`src/rtl/alb_unit_pkg.sv`:
```
// Shared op-codes and default width for the ALB unit.
package alb_unit_pkg;

  localparam int unsigned DEFAULT_WIDTH = 8;

  // ALB_MI encoding
  typedef enum logic [1:0] {
    OP_SUB = 2'b00,
    OP_AND = 2'b01,
    OP_ADD = 2'b10,
    OP_OR  = 2'b11
  } alb_op_e;

endpackage : alb_unit_pkg

```
`src/rtl/alb_unit_if.sv`:
```
// Operand/op-select inputs and registered result/flags of the ALB unit.
interface alb_unit_if
  import alb_unit_pkg::*;
#(
  parameter int unsigned WIDTH = DEFAULT_WIDTH
);

  logic [WIDTH-1:0] R_in;
  logic [WIDTH-1:0] S_in;
  logic             CI_in;
  logic [1:0]       ALB_MI;
  logic [WIDTH-1:0] F;
  logic             CO;
  logic             ZO;
  logic             NO;
  logic             VO;

  modport master (
    output R_in, S_in, CI_in, ALB_MI,
    input  F, CO, ZO, NO, VO
  );

  modport slave (
    input  R_in, S_in, CI_in, ALB_MI,
    output F, CO, ZO, NO, VO
  );

endinterface : alb_unit_if

```
`src/rtl/alb_datapath.sv`:
```
// Combinational ALB datapath: next result and flags for the selected op.
module alb_datapath
  import alb_unit_pkg::*;
#(
  parameter int unsigned WIDTH = DEFAULT_WIDTH
) (
  input  logic [WIDTH-1:0] r,
  input  logic [WIDTH-1:0] s,
  input  logic             ci,
  input  logic [1:0]       op,
  output logic [WIDTH-1:0] f_c,
  output logic             co_c,
  output logic             zo_c,
  output logic             no_c,
  output logic             vo_c
);

  localparam int unsigned MSB = WIDTH - 1;

  logic [WIDTH-1:0] s_eff;
  logic [WIDTH:0]   sum;

  // SUB adds the inverted S operand; carry-in completes the two's complement
  always_comb begin
    s_eff = (op == OP_SUB) ? ~s : s;
    sum   = {1'b0, r} + {1'b0, s_eff} + (WIDTH+1)'(ci);
  end

  // Result select and flag generation
  always_comb begin
    f_c  = '0;
    co_c = 1'b0;
    vo_c = 1'b0;
    case (op)
      OP_ADD, OP_SUB: begin
        f_c  = sum[WIDTH-1:0];
        co_c = sum[WIDTH];
        vo_c = (r[MSB] == s_eff[MSB]) && (sum[MSB] != r[MSB]);
      end
      OP_AND: f_c = r & s;
      OP_OR:  f_c = r | s;
      default: ;
    endcase
    zo_c = (f_c == '0);
    no_c = f_c[MSB];
  end

endmodule : alb_datapath

```
`src/rtl/alb_unit.sv`:
```
// ALB unit top: async-reset output registers around the combinational datapath.
module alb_unit
  import alb_unit_pkg::*;
#(
  parameter int unsigned WIDTH = DEFAULT_WIDTH
) (
  input  logic       clk,
  input  logic       resetb,
  alb_unit_if.slave  bus
);

  logic [WIDTH-1:0] f_c;
  logic             co_c;
  logic             zo_c;
  logic             no_c;
  logic             vo_c;

  logic [WIDTH-1:0] f_q;
  logic             co_q;
  logic             zo_q;
  logic             no_q;
  logic             vo_q;

  alb_datapath #(.WIDTH(WIDTH)) u_datapath (
    .r    (bus.R_in),
    .s    (bus.S_in),
    .ci   (bus.CI_in),
    .op   (bus.ALB_MI),
    .f_c  (f_c),
    .co_c (co_c),
    .zo_c (zo_c),
    .no_c (no_c),
    .vo_c (vo_c)
  );

  // Output registers; resetb is active-high and clears everything, ZO included
  always_ff @(posedge clk or posedge resetb) begin
    if (resetb) begin
      f_q  <= '0;
      co_q <= 1'b0;
      zo_q <= 1'b0;
      no_q <= 1'b0;
      vo_q <= 1'b0;
    end else begin
      f_q  <= f_c;
      co_q <= co_c;
      zo_q <= zo_c;
      no_q <= no_c;
      vo_q <= vo_c;
    end
  end

  assign bus.F  = f_q;
  assign bus.CO = co_q;
  assign bus.ZO = zo_q;
  assign bus.NO = no_q;
  assign bus.VO = vo_q;

endmodule : alb_unit

```
`src/flat_wrapper.sv`:
```
// flat-port wrapper written by rule: the top's interface ports become plain ports
module alb_unit_flat import alb_unit_pkg::*;
#(
  parameter int unsigned WIDTH = DEFAULT_WIDTH
)
  (clk, resetb, bus_R_in, bus_S_in, bus_CI_in, bus_ALB_MI, bus_F, bus_CO, bus_ZO, bus_NO, bus_VO);
  alb_unit_if #(.WIDTH(WIDTH)) bus_i ();
  input  logic clk;
  input  logic resetb;
  input wire logic [$bits(bus_i.R_in)-1:0] bus_R_in;
  input wire logic [$bits(bus_i.S_in)-1:0] bus_S_in;
  input wire logic [$bits(bus_i.CI_in)-1:0] bus_CI_in;
  input wire logic [$bits(bus_i.ALB_MI)-1:0] bus_ALB_MI;
  output wire logic [$bits(bus_i.F)-1:0] bus_F;
  output wire logic [$bits(bus_i.CO)-1:0] bus_CO;
  output wire logic [$bits(bus_i.ZO)-1:0] bus_ZO;
  output wire logic [$bits(bus_i.NO)-1:0] bus_NO;
  output wire logic [$bits(bus_i.VO)-1:0] bus_VO;
  assign bus_i.R_in = bus_R_in;
  assign bus_i.S_in = bus_S_in;
  assign bus_i.CI_in = bus_CI_in;
  assign bus_i.ALB_MI = bus_ALB_MI;
  assign bus_F = bus_i.F;
  assign bus_CO = bus_i.CO;
  assign bus_ZO = bus_i.ZO;
  assign bus_NO = bus_i.NO;
  assign bus_VO = bus_i.VO;
  alb_unit #(.WIDTH(WIDTH)) u_core (.clk(clk), .resetb(resetb), .bus(bus_i));
endmodule
```
`config.mk`:
```
export PLATFORM = sky130hd
export DESIGN_NAME = alb_unit_flat
export DESIGN_NICKNAME = d
export VERILOG_FILES = /design/src/rtl/alb_unit_pkg.sv /design/src/rtl/alb_unit_if.sv /design/src/rtl/alb_datapath.sv /design/src/rtl/alb_unit.sv /design/src/flat_wrapper.sv
export SDC_FILE = /design/constraint.sdc
export NUM_CORES = 1
export LEC_CHECK = 0
export ABC_AREA = 1
export BUFFER_PORTS_ARGS = -buffer_cell sky130_fd_sc_hd__clkbuf_2
export CAP_MARGIN = 20
export CORE_ASPECT_RATIO = 0.8
export CORE_MARGIN = 3
export CORE_UTILIZATION = 40
export CTS_BUF_LIST = sky130_fd_sc_hd__clkbuf_8
export DETAILED_ROUTE_END_ITERATION = 6
export PLACE_DENSITY = 0.7
export SLEW_MARGIN = 20
export SYNTH_ARGS = -nofsm -noshare
export SYNTH_HDL_FRONTEND = slang
export SYNTH_SLANG_ARGS = --single-unit
```
`constraint.sdc`:
```
create_clock -name clk -period 1.22 [get_ports clk]
set_clock_uncertainty 0.05 [all_clocks]
set_input_delay 0.061 -clock clk [delete_from_list [all_inputs] [get_ports clk]]
set_output_delay 0.061 -clock clk [all_outputs]
set_load 0.02 [all_outputs]
```
==> run_results.csv <==
group,metric,value,unit
pwr,peakVddDrop,0.341,mV
floorplanning,num_rows,16,
job,drv_cap,0,
clock_tree,cts_tree,"done",
clock_tree,cts_max_level,1,
detailed_routing,route.detailed.drc,0,
outcome,violations,"negative setup slack",
yosys,synthMuxAreaShare,0,%
final_layout,nFillCells,186,
worst_setup_path,crit_required,1.34,ns
sta,finalSetupViolCount,10,
clock_tree,numCtsBuffers,3,
sta,finalHoldViolCount,0,
final_layout,nets,267,
yosys,synth-warning-count,0,
place,portBuffers,32,
yosys,synth_cells,162,
sta,slew_viol_final,0,
worst_setup_path,setup.worst_path.end_class,"flop",
yosys,synth-adder-area-share,11.9,%
worst_setup_path,crit_fanout,3,
final_layout,utilization,72.4,%
yosys,synth_nets,192,
yosys,yosys.area_share.simple,37.1,%
yosys,syn_avg_cell_area,6.60,um2
pwr,p_leak,1.03,nW
final_layout,layout.cells.non_filler,272,
place,gp_congestion,0.795,
place,placed_area,1520,um2
clock_tree,cts-root-buf,"clkbuf_8",
final_layout,area_growth,69.4,%
sta,fin_crit_sh,148,%
floorplanning,start_util,42.8,%
yosys,synth_top_family_by_area,"simple AND/OR/NAND/NOR gates",
clock_tree,clockBufferDepth,2,
floorplanning,die_h,52.3,um
yosys,async_reset_ff_share,100,%
global_routing,grt_pass1_wl,4880,um
yosys,synth.area.top_cells,"dfrtp_1 (26%), nand2_1 (15%), inv_1 (10%)",
global_routing,grt_pass1_vias,1196,
pwr,power,1.74,mW
sta,layout_min_cycle_time,1.81,ns
final_layout,ff_latch_area,275,um2
final_layout,stdcell_area,1810,um2
clock_tree,clock_sinks,11,
global_routing,grt_max_degree,12,
detailed_routing,vias_per_cell,4.81,
sta,slew_headroom,75.4,%
sta,fmax,0.554,GHz
detailed_routing,first_pass_iters,6,
worst_setup_path,arrival,1.92,ns
yosys,synth_compound_area_share,5.26,%
floorplanning,core_area,2500,um2
pwr,power.density,958,nW/um2
hold_path,hp-class,"input pin to flop",
detailed_routing,drt-total-wl,3220,um
final_layout,antenna_cells,0,
clock_tree,path_clk_slew,0.04,ns
sta,rsz0062_at_grt,"yes",
global_routing,grt_usage,19.0,%
worst_setup_path,cp-start-kind,"input pin",
sta,tightest_slew,0.368,ns
place,dp.cells,260,
global_routing,antenna_found_initial,0,
yosys,synthFlopType,"dfrtp_1",
outcome,status,"finished with violations",
global_routing,grt-ovfl-total,0,
final_layout,drive_gt1_share,49.6,%
place,place_hpwl,2200,um
floorplanning,io-pin-count,33,
yosys,synth.largest_area_cell,"dfrtp_1",
yosys,ys_seq_elements,11,
yosys,synth-edff-count,0,
floorplanning,die_w,63.8,um
yosys,syn_area,1070,um2
floorplanning,dieArea,3330,um2
yosys,synth_top_area_share,25.7,%
sta,fin_setup_tns,-4.47,ns
final_layout,multi_input_area,830,um2
detailed_routing,drt_iter0_drc,64,
worst_setup_path,setup.worst_path.class,"input pin to flop",
yosys,synth_cell_types,25,
detailed_routing,wl_per_cell,11.8,um
yosys,ys_seq_area_share,25.7,%
detailed_routing,num_vias,1307,
sta,layout_setup_ws,-0.586,ns
detailed_routing,ant_nets,0,
yosys,synth_xor_area_share,7.25,%
logic make-up after synthesis:
kind of cell	count (synthesis)
buffers and inverters	33
and+or+nand+nor	91
DFF	11
adders and majority gates	9
xor gates and xnor gates	8
AOI/OAI and AO/OA	10
cells in the final DEF, fill, tap and decap left out:
master,netlist,final
or2_4,0,2
nand3_2,1,5
fa_2,0,1
buf_6,1,3
buf_12,0,1
buf_8,0,1
nand3_1,12,8
ha_1,7,4
inv_1,29,27
clkbuf_8,0,3
nor2_2,2,4
clkinv_2,1,1
xor2_2,1,2
xor2_4,0,2
nor3_1,1,1
dlygate4sd3_1,0,1
buf_4,1,36
ha_4,0,3
nor2_1,26,23
nand2_2,1,10
fa_1,2,1
clkbuf_2,0,30
xnor2_2,0,1
dfrtp_1,11,11
inv_2,1,4
nand2_1,42,33
a21oi_2,0,4
nor2_4,1,2
o21ai_2,0,1
nand4_1,2,2
xor2_1,6,3
nand2_4,1,1
a31oi_1,5,5
final timing paths:
kind,from,endpoint,slack [ns],depth (start not counted)
min in group asynchronous,resetb,u_core.bus.CO,0.28,3
max,bus_ALB_MI[0],u_core.bus.ZO,-0.59,16
min,bus_R_in[7],u_core.bus.VO,0.09,4
max in group asynchronous,resetb,u_core.bus.F[2],0.57,3
metal layers:
layer	wire, um	track usage [%]	vias to the layer above
li1	-	-	646
met1	1230	22.6	595
met2	1730	33.8	53
met3	163	2.15	13
met4	93	10.0	0
met5	0	0	-
flip-flops by register name, indices dropped and copies added, names as in the netlist:
signal         count
u_core.bus.ZO      1
u_core.bus.CO      1
u_core.bus.F       8
u_core.bus.VO      1
per-stage QoR:
stage | setup WS, ns | hold WS, ns
finish | -0.586 | 0.0890
global route | -0.674 | 0.0982
CTS | -0.555 | 0.0834
detailed placement | -0.805 | -0.0179
global placement | -0.773 | -0.0269
floorplan | -0.843 | -0.137
synth_stat cells (2+ instances only):
| cell type | instances |
|---|---|
| a31oi_1 | 5 |
| nand3_1 | 12 |
| nor2_1 | 26 |
| nand4_1 | 2 |
| dfrtp_1 | 11 |
| nand2_1 | 42 |
| fa_1 | 2 |
| inv_1 | 29 |
| a21oi_1 | 4 |
| ha_1 | 7 |
| or2_2 | 2 |
| xor2_1 | 6 |
| nor2_2 | 2 |
worst max-delay path: stages:
cell and delay, ns:
buf_8 0.10, nor2_4 0.12, xnor2_2 0.07, fa_2 0.35
fa_1 0.39, inv_2 0.08, nand2_1 0.09, nand2_2 0.11
nand3_2 0.07, nand2_1 0.06, nand2_1 0.06, nand3_1 0.07
nand2_1 0.07, inv_1 0.05, nand2_1 0.05, nor2_1 0.09
layout make-up:
type | count | area share (%)
Timing Repair Buffer | 72 | 27.6
Tap cell | 36 | 2.49
Clock inverter | 1 | 0.207
Inverter | 31 | 6.49
Sequential cell | 11 | 15.2
Clock buffer | 3 | 2.28
Multi-Input combinational cell | 118 | 45.8
report_power, final:
part	leakage [nW]	internal, mW	switching, mW
registers	0.135	0.417	0.0126
clock network	0.0269	0.219	0.121
logic	0.863	0.445	0.520
total	1.03	1.08	0.654
what timing repair did:
| action | in CTS | in global routing |
|---|---|---|
| pin swaps | 16 | 10 |
| hold endpoints to repair | 11 | 0 |
| resized for setup | 25 | 23 |
| hold buffers | 1 | 0 |
| buffers inserted | 4 | 5 |
| setup endpoints to repair | 10 | 10 |
No activity file was read; power rests on OpenSTA's default activity.
